===== src/rtl/clk_div_ctrl.sv =====
// Run-controlled clock-enable scheduler: pulses clk_en every cur_div sys_clk cycles.
// Define CLK_DIV_OUT_EN to add the registered divided-clock output clk_div.
module clk_div_ctrl #(
  parameter int unsigned DIV_W    = 8,
  parameter int unsigned DIV_INIT = 2
) (
  input  logic             sys_clk,
  input  logic             sys_rst,
  input  logic             run,
  input  logic             cfg_valid,
  input  logic [DIV_W-1:0] cfg_div,
  output logic             cfg_ready,
  output logic             clk_en,
  output logic             active,
  output logic [DIV_W-1:0] cur_div
`ifdef CLK_DIV_OUT_EN
  ,
  output logic             clk_div
`endif
);

  localparam logic [1:0] S_IDLE = 2'd0;
  localparam logic [1:0] S_RUN  = 2'd1;
  localparam logic [1:0] S_STOP = 2'd2;

  logic [1:0]       state_q, state_d;
  logic [DIV_W-1:0] cnt_q, cnt_d;
  logic [DIV_W-1:0] cur_d;
  logic [DIV_W-1:0] pend_div_q, pend_div_d;
  logic             pend_vld_d;
  logic             accept;
  logic             boundary;
  logic [DIV_W-1:0] cfg_div_cl;
  logic             clk_en_d;
  logic             active_d;
  logic             clk_div_d;

  // Next-state and next-output logic; outputs are precomputed so they leave flops
  always_comb begin
    state_d    = state_q;
    cnt_d      = cnt_q;
    cur_d      = cur_div;
    pend_div_d = pend_div_q;
    pend_vld_d = !cfg_ready;
    accept     = cfg_valid && cfg_ready;
    cfg_div_cl = (cfg_div == '0) ? DIV_W'(1) : cfg_div;
    boundary   = (state_q != S_IDLE) && (cnt_q == cur_div - DIV_W'(1));

    case (state_q)
      S_IDLE: begin
        cnt_d = '0;
        // A ratio left pending by a stop that ended on its acceptance edge
        if (!cfg_ready) begin
          cur_d      = pend_div_q;
          pend_vld_d = 1'b0;
        end
        if (accept) cur_d = cfg_div_cl;
        if (run) state_d = S_RUN;
      end
      S_RUN, S_STOP: begin
        cnt_d = boundary ? '0 : cnt_q + DIV_W'(1);
        if (boundary && !cfg_ready) begin
          cur_d      = pend_div_q;
          pend_vld_d = 1'b0;
        end
        if (accept) begin
          pend_div_d = cfg_div_cl;
          pend_vld_d = 1'b1;
        end
        if (state_q == S_RUN) begin
          if (!run) state_d = S_STOP;
        end else if (run) begin
          state_d = S_RUN;
        end else if (boundary) begin
          state_d = S_IDLE;
        end
      end
      default: begin
        state_d = S_IDLE;
        cnt_d   = '0;
      end
    endcase

    active_d  = (state_d != S_IDLE);
    clk_en_d  = active_d && (cnt_d == cur_d - DIV_W'(1));
    clk_div_d = active_d && (cnt_d >= (cur_d >> 1));
  end

  always_ff @(posedge sys_clk or posedge sys_rst) begin
    if (sys_rst) begin
      state_q    <= S_IDLE;
      cnt_q      <= '0;
      cur_div    <= DIV_W'(DIV_INIT);
      pend_div_q <= '0;
      cfg_ready  <= 1'b1;
      clk_en     <= 1'b0;
      active     <= 1'b0;
    end else begin
      state_q    <= state_d;
      cnt_q      <= cnt_d;
      cur_div    <= cur_d;
      pend_div_q <= pend_div_d;
      cfg_ready  <= !pend_vld_d;
      clk_en     <= clk_en_d;
      active     <= active_d;
    end
  end

`ifdef CLK_DIV_OUT_EN
  always_ff @(posedge sys_clk or posedge sys_rst) begin
    if (sys_rst) clk_div <= 1'b0;
    else         clk_div <= clk_div_d;
  end
`else
  logic unused_clk_div;
  assign unused_clk_div = clk_div_d;
`endif

endmodule


===== config.mk =====
export PLATFORM = sky130hd
export DESIGN_NAME = clk_div_ctrl
export DESIGN_NICKNAME = d
export VERILOG_FILES = /design/src/rtl/clk_div_ctrl.sv
export SDC_FILE = /design/constraint.sdc
export NUM_CORES = 1
export LEC_CHECK = 0
export ABC_AREA = 1
export CORE_MARGIN = 3
export CORE_UTILIZATION = 45
export DETAILED_ROUTE_END_ITERATION = 10
export PLACE_DENSITY_LB_ADDON = 0.1
export SYNTH_ARGS = -nofsm -noshare
export SYNTH_HDL_FRONTEND = slang
export SYNTH_SLANG_ARGS = --single-unit

===== constraint.sdc =====
create_clock -name sys_clk -period 3.8 [get_ports sys_clk]
set_input_delay 1.14 -clock sys_clk [delete_from_list [all_inputs] [get_ports sys_clk]]
set_output_delay 1.14 -clock sys_clk [all_outputs]
set_load 0.05 [all_outputs]

==> impl_metrics.toml, run 1 <==
[final_layout]
layout.cells.non_filler = 450
fin_nets = 400
drive_gt1_share_pct = 12.5
mostFrequentLayoutCells = "111 x nand2_1, 55 x inv_1, 30 x nor2_1, 28 x nand3_1, 27 x dfrtp_1"
syn2layout_area_growth_pct = 16.8
n_antenna_cell = 0
final_common_cell = "nand2_1"

[route]
wl_per_cell_um = 12.9
postRouteAntennaNets = 0
wl_mm = 5.78
drtPass1Iterations = 4
routed_via_density = 4.98
route.vias.total = 2239
drtIter0Drc = 169
drcViolationCount = 0

[cts]
root_buffer = "clkbuf_8"
numCtsBuffers = 5
clk_pin_slew_worst_paths_ns = 0.06
holdBufCountCts = 0
clock_sinks = 29
clock_latency_ns = 0.29
cts_tree = "built"
clk_path_buf_depth = 2
cts_resized = 0
cts_setup_buffers = 0
htreeDepth = 2

[yosys]
async_reset_ff_share_pct = 100
syn_inst = 356
synth_edf_count = 0
netlist_area_um2 = 2340
synth.top_cells.by_area = "dfrtp_1 29%, nand2_1 18%, inv_1 8.8%"
yosysSeqAreaShare_pct = 31.1
synth-seq-cells = 29
synthDistinctLibCells = 32
synth-main-ff-cell = "dfrtp_1"
synth.largest_area_cell = "dfrtp_1"
ys_warn_count = 0
synth_nets = 374
yosysTopAreaCellShare_pct = 28.9
syn_avg_cell_area_um2 = 6.57

[floorplan]
coreArea_um2 = 4880
row_count = 25
initial_core_util_pct = 47.9
die-area_um2 = 6100
die_h_um = 78.1
dieWidth_um = 78.1
io_pins = 23

[pwr]
power.total_mw = 2.58
leakage_nw = 1.40
intPower_mw = 1.17
p_seq_share_pct = 20.9
max-vdd-ir-drop_mv = 0.513
p_per_area_nw_per_um2 = 945
clock_power_share_pct = 11.0
comb_power_share_pct = 68.1
p_switching_mw = 1.42
switching_share_pct = 54.9

[global_routing]
grt_max_degree = 30
gr-usage-met1_pct = 29.4
top_usage_layer = "met2"
grt_util_met2_pct = 31.5
track_usage_pct = 20.4
grt_remaining_overflow = 0
grt.met3_usage_pct = 3.78
grt_pass1_wl_mm = 9.87
antenna_found_initial = 0
first_global_vias = 2072

[worst_setup_path]
path_max_fanout = 7
worstPathArrival_ns = 3.49
end_kind = "flip-flop"
critical_path_required_ns = 4.02
worstSetupPathType = "in2reg"
cp-start-kind = "primary input"

[sta]
fmax_mhz = 306
hold_violations = 0
maxSlewViolCount = 0
maxSlewHeadroom_pct = 66.6
rsz0062_at_grt = "false"
clock-skew-final_ns = 0.00696
holdWs_ns = 0.504
setup_viol = 0
worstMarginPinSlew_ns = 0.500
min_period_over_period_pct = 85.9
period_needed_ns = 3.27
setup-tns-final_ns = 0

[placement]
portBuffers = 22
dp.cells = 442
dp_hpwl_mm = 4.62
gp_congestion = 0.874

[outcome]
status = "finished, final reports clean"

[worst_hold_path]
hp-class = "reg2reg"

[job]
cap_violations = 0
layer usage:
metal  part of all wire (%)  vias to the layer above
met2                     44                       45
met4                   0.97                        0
li1                       -                     1176
met1                     51                     1012
met5                      0                        -
met3                    3.5                        6
flip-flops by register name, indices dropped and copies added (netlist names), named ones only:
register,count
pend_div_q,8
state_q,2
active,1
cur_div,8
clk_en,1
cnt_q,8
synth_stat cells (3+ instances only):
| library cell | n |
|---|---|
| a21oi_1 | 6 |
| dfrtp_1 | 27 |
| ha_1 | 6 |
| inv_1 | 55 |
| inv_2 | 5 |
| nand2_1 | 111 |
| nand2_2 | 14 |
| nand2_4 | 3 |
| nand3_1 | 28 |
| nand4_1 | 12 |
| nor2_1 | 30 |
| nor2_2 | 4 |
| nor2_4 | 6 |
| o21ai_0 | 13 |
| o221ai_1 | 3 |
| o22ai_1 | 5 |
| xor2_1 | 8 |
per-stage QoR:
step	util (%)	setup slack, ns	instance area [um^2]
2_1_floorplan	-	0.758	2340
3_3_place_gp	53.9	0.269	2630
3_5_place_dp	53.9	0.204	2630
4_1_cts	56.0	0.516	2730
5_1_grt	56.0	0.258	2730
6_report	56.0	0.535	2730
worst paths after layout:
kind / cells past startpoint / from / slack [ns] / endpoint
max: 16 / cfg_div[1] / 0.53 / clk_en
min reg2reg: 2 / pend_div_q[4] / 0.50 / pend_div_q[4]
min: 2 / pend_div_q[4] / 0.50 / pend_div_q[4]
max in group asynchronous: 3 / sys_rst / 2.25 / cur_div[1]
min in group asynchronous: 3 / sys_rst / 1.23 / pend_div_q[1]
max reg2reg: 22 / cur_div[1] / 0.60 / clk_en
critical path, stage by stage:
cell	delay [ns]
clkdlybuf4s50_1	0.42
nor4_1	0.28
nand4_1	0.12
nand2_1	0.11
nor2_1	0.05
o21a_1	0.19
nand2_1	0.06
nand2_1	0.15
ha_1	0.35
xor2_1	0.15
nand3_1	0.09
nor2_1	0.08
nand2_1	0.05
nor2_1	0.08
nand3_1	0.07
nor2_1	0.09
power groups by stage:
stage / sequential [mW] / clock (mW) / combinational, mW
6_report: 0.539 / 0.286 / 1.76
5_1_grt: 0.558 / 0.305 / 1.98
4_1_cts: 0.538 / 0.292 / 1.76
3_5_place_dp: 0.541 / 0 / 1.75
3_3_place_gp: 0.541 / 0 / 1.73
2_1_floorplan: 0.661 / 0 / 1.24
cell type report:
| cell class | instances | area, um^2 |
|---|---|---|
| Timing Repair Buffer | 23 | 228 |
| Tap cell | 67 | 83.8 |
| Clock inverter | 1 | 5.00 |
| Multi-Input combinational cell | 261 | 1360 |
| Clock buffer | 7 | 96.3 |
| Inverter | 62 | 233 |
| Fill cell | 517 | 2150 |
| Sequential cell | 29 | 728 |
logic make-up after synthesis:
family	synth area share (%)
flops	31.1
xor+xnor	3.74
compound gates	8.24
simple gates	42.9
buf+inv	10.7
fa+ha+maj	3.21
(Power assumes the default switching activity.)
==> run 2, diff against run 1 <==
--- a/config.mk
+++ b/config.mk
@@ -13,3 +13,4 @@
 export SYNTH_ARGS = -nofsm -noshare
 export SYNTH_HDL_FRONTEND = slang
 export SYNTH_SLANG_ARGS = --single-unit
+export TNS_END_PERCENT = 5
==> results of run 2 <==
Same layout as run 1: the final DEF is identical, and so are final timing and power.
==> run 3, diff against run 2 <==
--- a/config.mk
+++ b/config.mk
@@ -6,11 +6,12 @@
 export NUM_CORES = 1
 export LEC_CHECK = 0
 export ABC_AREA = 1
+export CORE_ASPECT_RATIO = 0.75
 export CORE_MARGIN = 3
 export CORE_UTILIZATION = 45
 export DETAILED_ROUTE_END_ITERATION = 10
+export GPL_ROUTABILITY_DRIVEN = 1
 export PLACE_DENSITY_LB_ADDON = 0.1
 export SYNTH_ARGS = -nofsm -noshare
 export SYNTH_HDL_FRONTEND = slang
 export SYNTH_SLANG_ARGS = --single-unit
-export TNS_END_PERCENT = 5
==> run 3 against run 2 <==
- core utilization down 1.1 points
- global-route usage grew 2.0 points
- die area up 0.15%
- design area is 0.46% lower
- highest routed layer unchanged
- via count rose by 1.7%
- register-to-register slack got worse by 0.05 ns
- critical path type is now reg2reg
- hold slack got worse by 0.011 ns
- fmax grew 0.45%
- count of clock-buffer cells in the layout shrank 1
==> impl_metrics.toml, run 3 (synthesis results as in run 1) <==
[sta]
setup_slack_ns = 0.549
period_needed_ns = 3.25
setup_viol = 0
holdWs_ns = 0.493
setup-tns-final_ns = 0
maxSlewViolCount = 0
fmax_mhz = 308
hold_violations = 0
min_period_over_period_pct = 85.6
maxSlewHeadroom_pct = 66.7
rsz0062_at_grt = "false"
worstMarginPinSlew_ns = 0.498
clock-skew-final_ns = 0.00661

[cts]
cts_resized = 0
cts_tree = "built"
clock_latency_ns = 0.29
clk_pin_slew_worst_paths_ns = 0.07
htreeDepth = 2
numCtsBuffers = 5
clk_path_buf_depth = 2
holdBufCountCts = 0
clock_sinks = 29
root_buffer = "clkbuf_8"
cts_setup_buffers = 0

[route]
drtPass1Iterations = 4
wl_met3_um = 261
drcViolationCount = 0
drt-met1-wl_mm = 3.34
wl_mm = 6.11
met2_length_mm = 2.46
routed_via_density = 5.11
wl_per_cell_um = 13.7
postRouteAntennaNets = 0
dr.max_layer_used = "met4"
drtIter0Drc = 117
route.vias.total = 2276

[final_layout]
regArea_um2 = 728
n_antenna_cell = 0
fillers = 512
fin_nets = 402
drive_gt1_share_pct = 12.7
syn2layout_area_growth_pct = 16.3
mostFrequentLayoutCells = "111 x nand2_1, 55 x inv_1, 30 x nor2_1, 28 x nand3_1, 27 x dfrtp_1"
multi_input_area_um2 = 1360
reg_top3 = "cnt_q: 8 flops, cur_div: 8 flops, pend_div_q: 8 flops"
final_common_cell = "nand2_1"

[placement]
portBuffers = 22
dp_hpwl_mm = 4.87
gp_congestion = 0.842
dpl_worst_slack_ns = 0.379

[global_routing]
grt_remaining_overflow = 0
track_usage_pct = 22.4
grt_max_degree = 30
first_global_vias = 2102
antenna_found_initial = 0
grt_pass1_wl_mm = 10.3

[pwr]
max-vdd-ir-drop_mv = 0.585
p_per_area_nw_per_um2 = 949
leakage_nw = 1.40

[floorplan]
coreArea_um2 = 4950
dieWidth_um = 89.3
die_h_um = 68.4
row_count = 22
initial_core_util_pct = 47.2
die-area_um2 = 6110
io_pins = 23

[worst_setup_path]
worstPathArrival_ns = 3.47
worstSetupPathType = "reg2reg"
end_kind = "flip-flop"
path_max_fanout = 7
cp-start-kind = "flip-flop"
critical_path_required_ns = 4.02

[worst_hold_path]
hp-class = "reg2reg"

[outcome]
status = "finished, final reports clean"

[job]
cap_violations = 0
-- run 3: cell count changes in the layout (fill, tap and decap cells not counted) --
cell / before / now
clkinv_2: 1 / 2
clkbuf_1: 0 / 1
buf_4: 1 / 3
clkbuf_8: 7 / 5
-- run 3: critical path: stages, from the launching register on --
cell     delay, ns
dfstp_2       0.58
inv_1         0.08
ha_1          0.29
inv_1         0.11
nand2_1       0.05
nand3_1       0.09
nand2_1       0.06
nor2_2        0.20
inv_2         0.07
nor2_4        0.13
nand4_1       0.15
nand2_1       0.21
nand2_1       0.10
nand2_2       0.11
inv_1         0.05
ha_1          0.28
xor2_1        0.16
nand3_1       0.09
nor2_1        0.09
nand2_1       0.05
nor2_1        0.07
nand3_1       0.06
nor2_1        0.08
-- run 3: worst paths after layout --
kind                          startpoint            end  cells after the start  slack [ns]
setup / recovery              cur_div[1]         clk_en                     22        0.55
hold / removal             pend_div_q[4]  pend_div_q[4]                      2        0.49
setup reg to reg              cur_div[1]         clk_en                     22        0.55
hold reg to reg            pend_div_q[4]  pend_div_q[4]                      2        0.49
max in group asynchronous        sys_rst     cur_div[1]                      3        2.24
min in group asynchronous        sys_rst         active                      3        1.22
-- run 3: area by class of cell --
cell class | count | area share, %
sequential | 29 | 26.8
clock inverter | 2 | 0.368
timing repair buffer | 25 | 8.92
clock buffer | 6 | 2.67
multi-input combinational | 261 | 50.0
tap | 60 | 2.76
inverter | 62 | 8.55
-- run 3: where the power goes --
part,switching [mW],internal [mW]
combinational,1.19,0.596
clock,0.128,0.127
sequential,0.116,0.423
total,1.44,1.15
-- run 3: layer usage --
metal  vias up  GRT usage, %
met2        40          31.6
li1       1176             -
met3         7          3.61
met4         0          5.02
met1      1053          35.1
met5         -             0
-- run 3: stage by stage --
stage / instances / power [mW] / util, % / area, um^2
3_3_place_gp: 437 / 2.30 / 53.3 / 2640
4_1_cts: 445 / 2.59 / 54.9 / 2720
2_1_floorplan: 356 / 1.90 / - / 2340
5_1_grt: 445 / 2.86 / 54.9 / 2720
3_5_place_dp: 437 / 2.33 / 53.3 / 2640
6_report: 445 / 2.58 / 54.9 / 2720
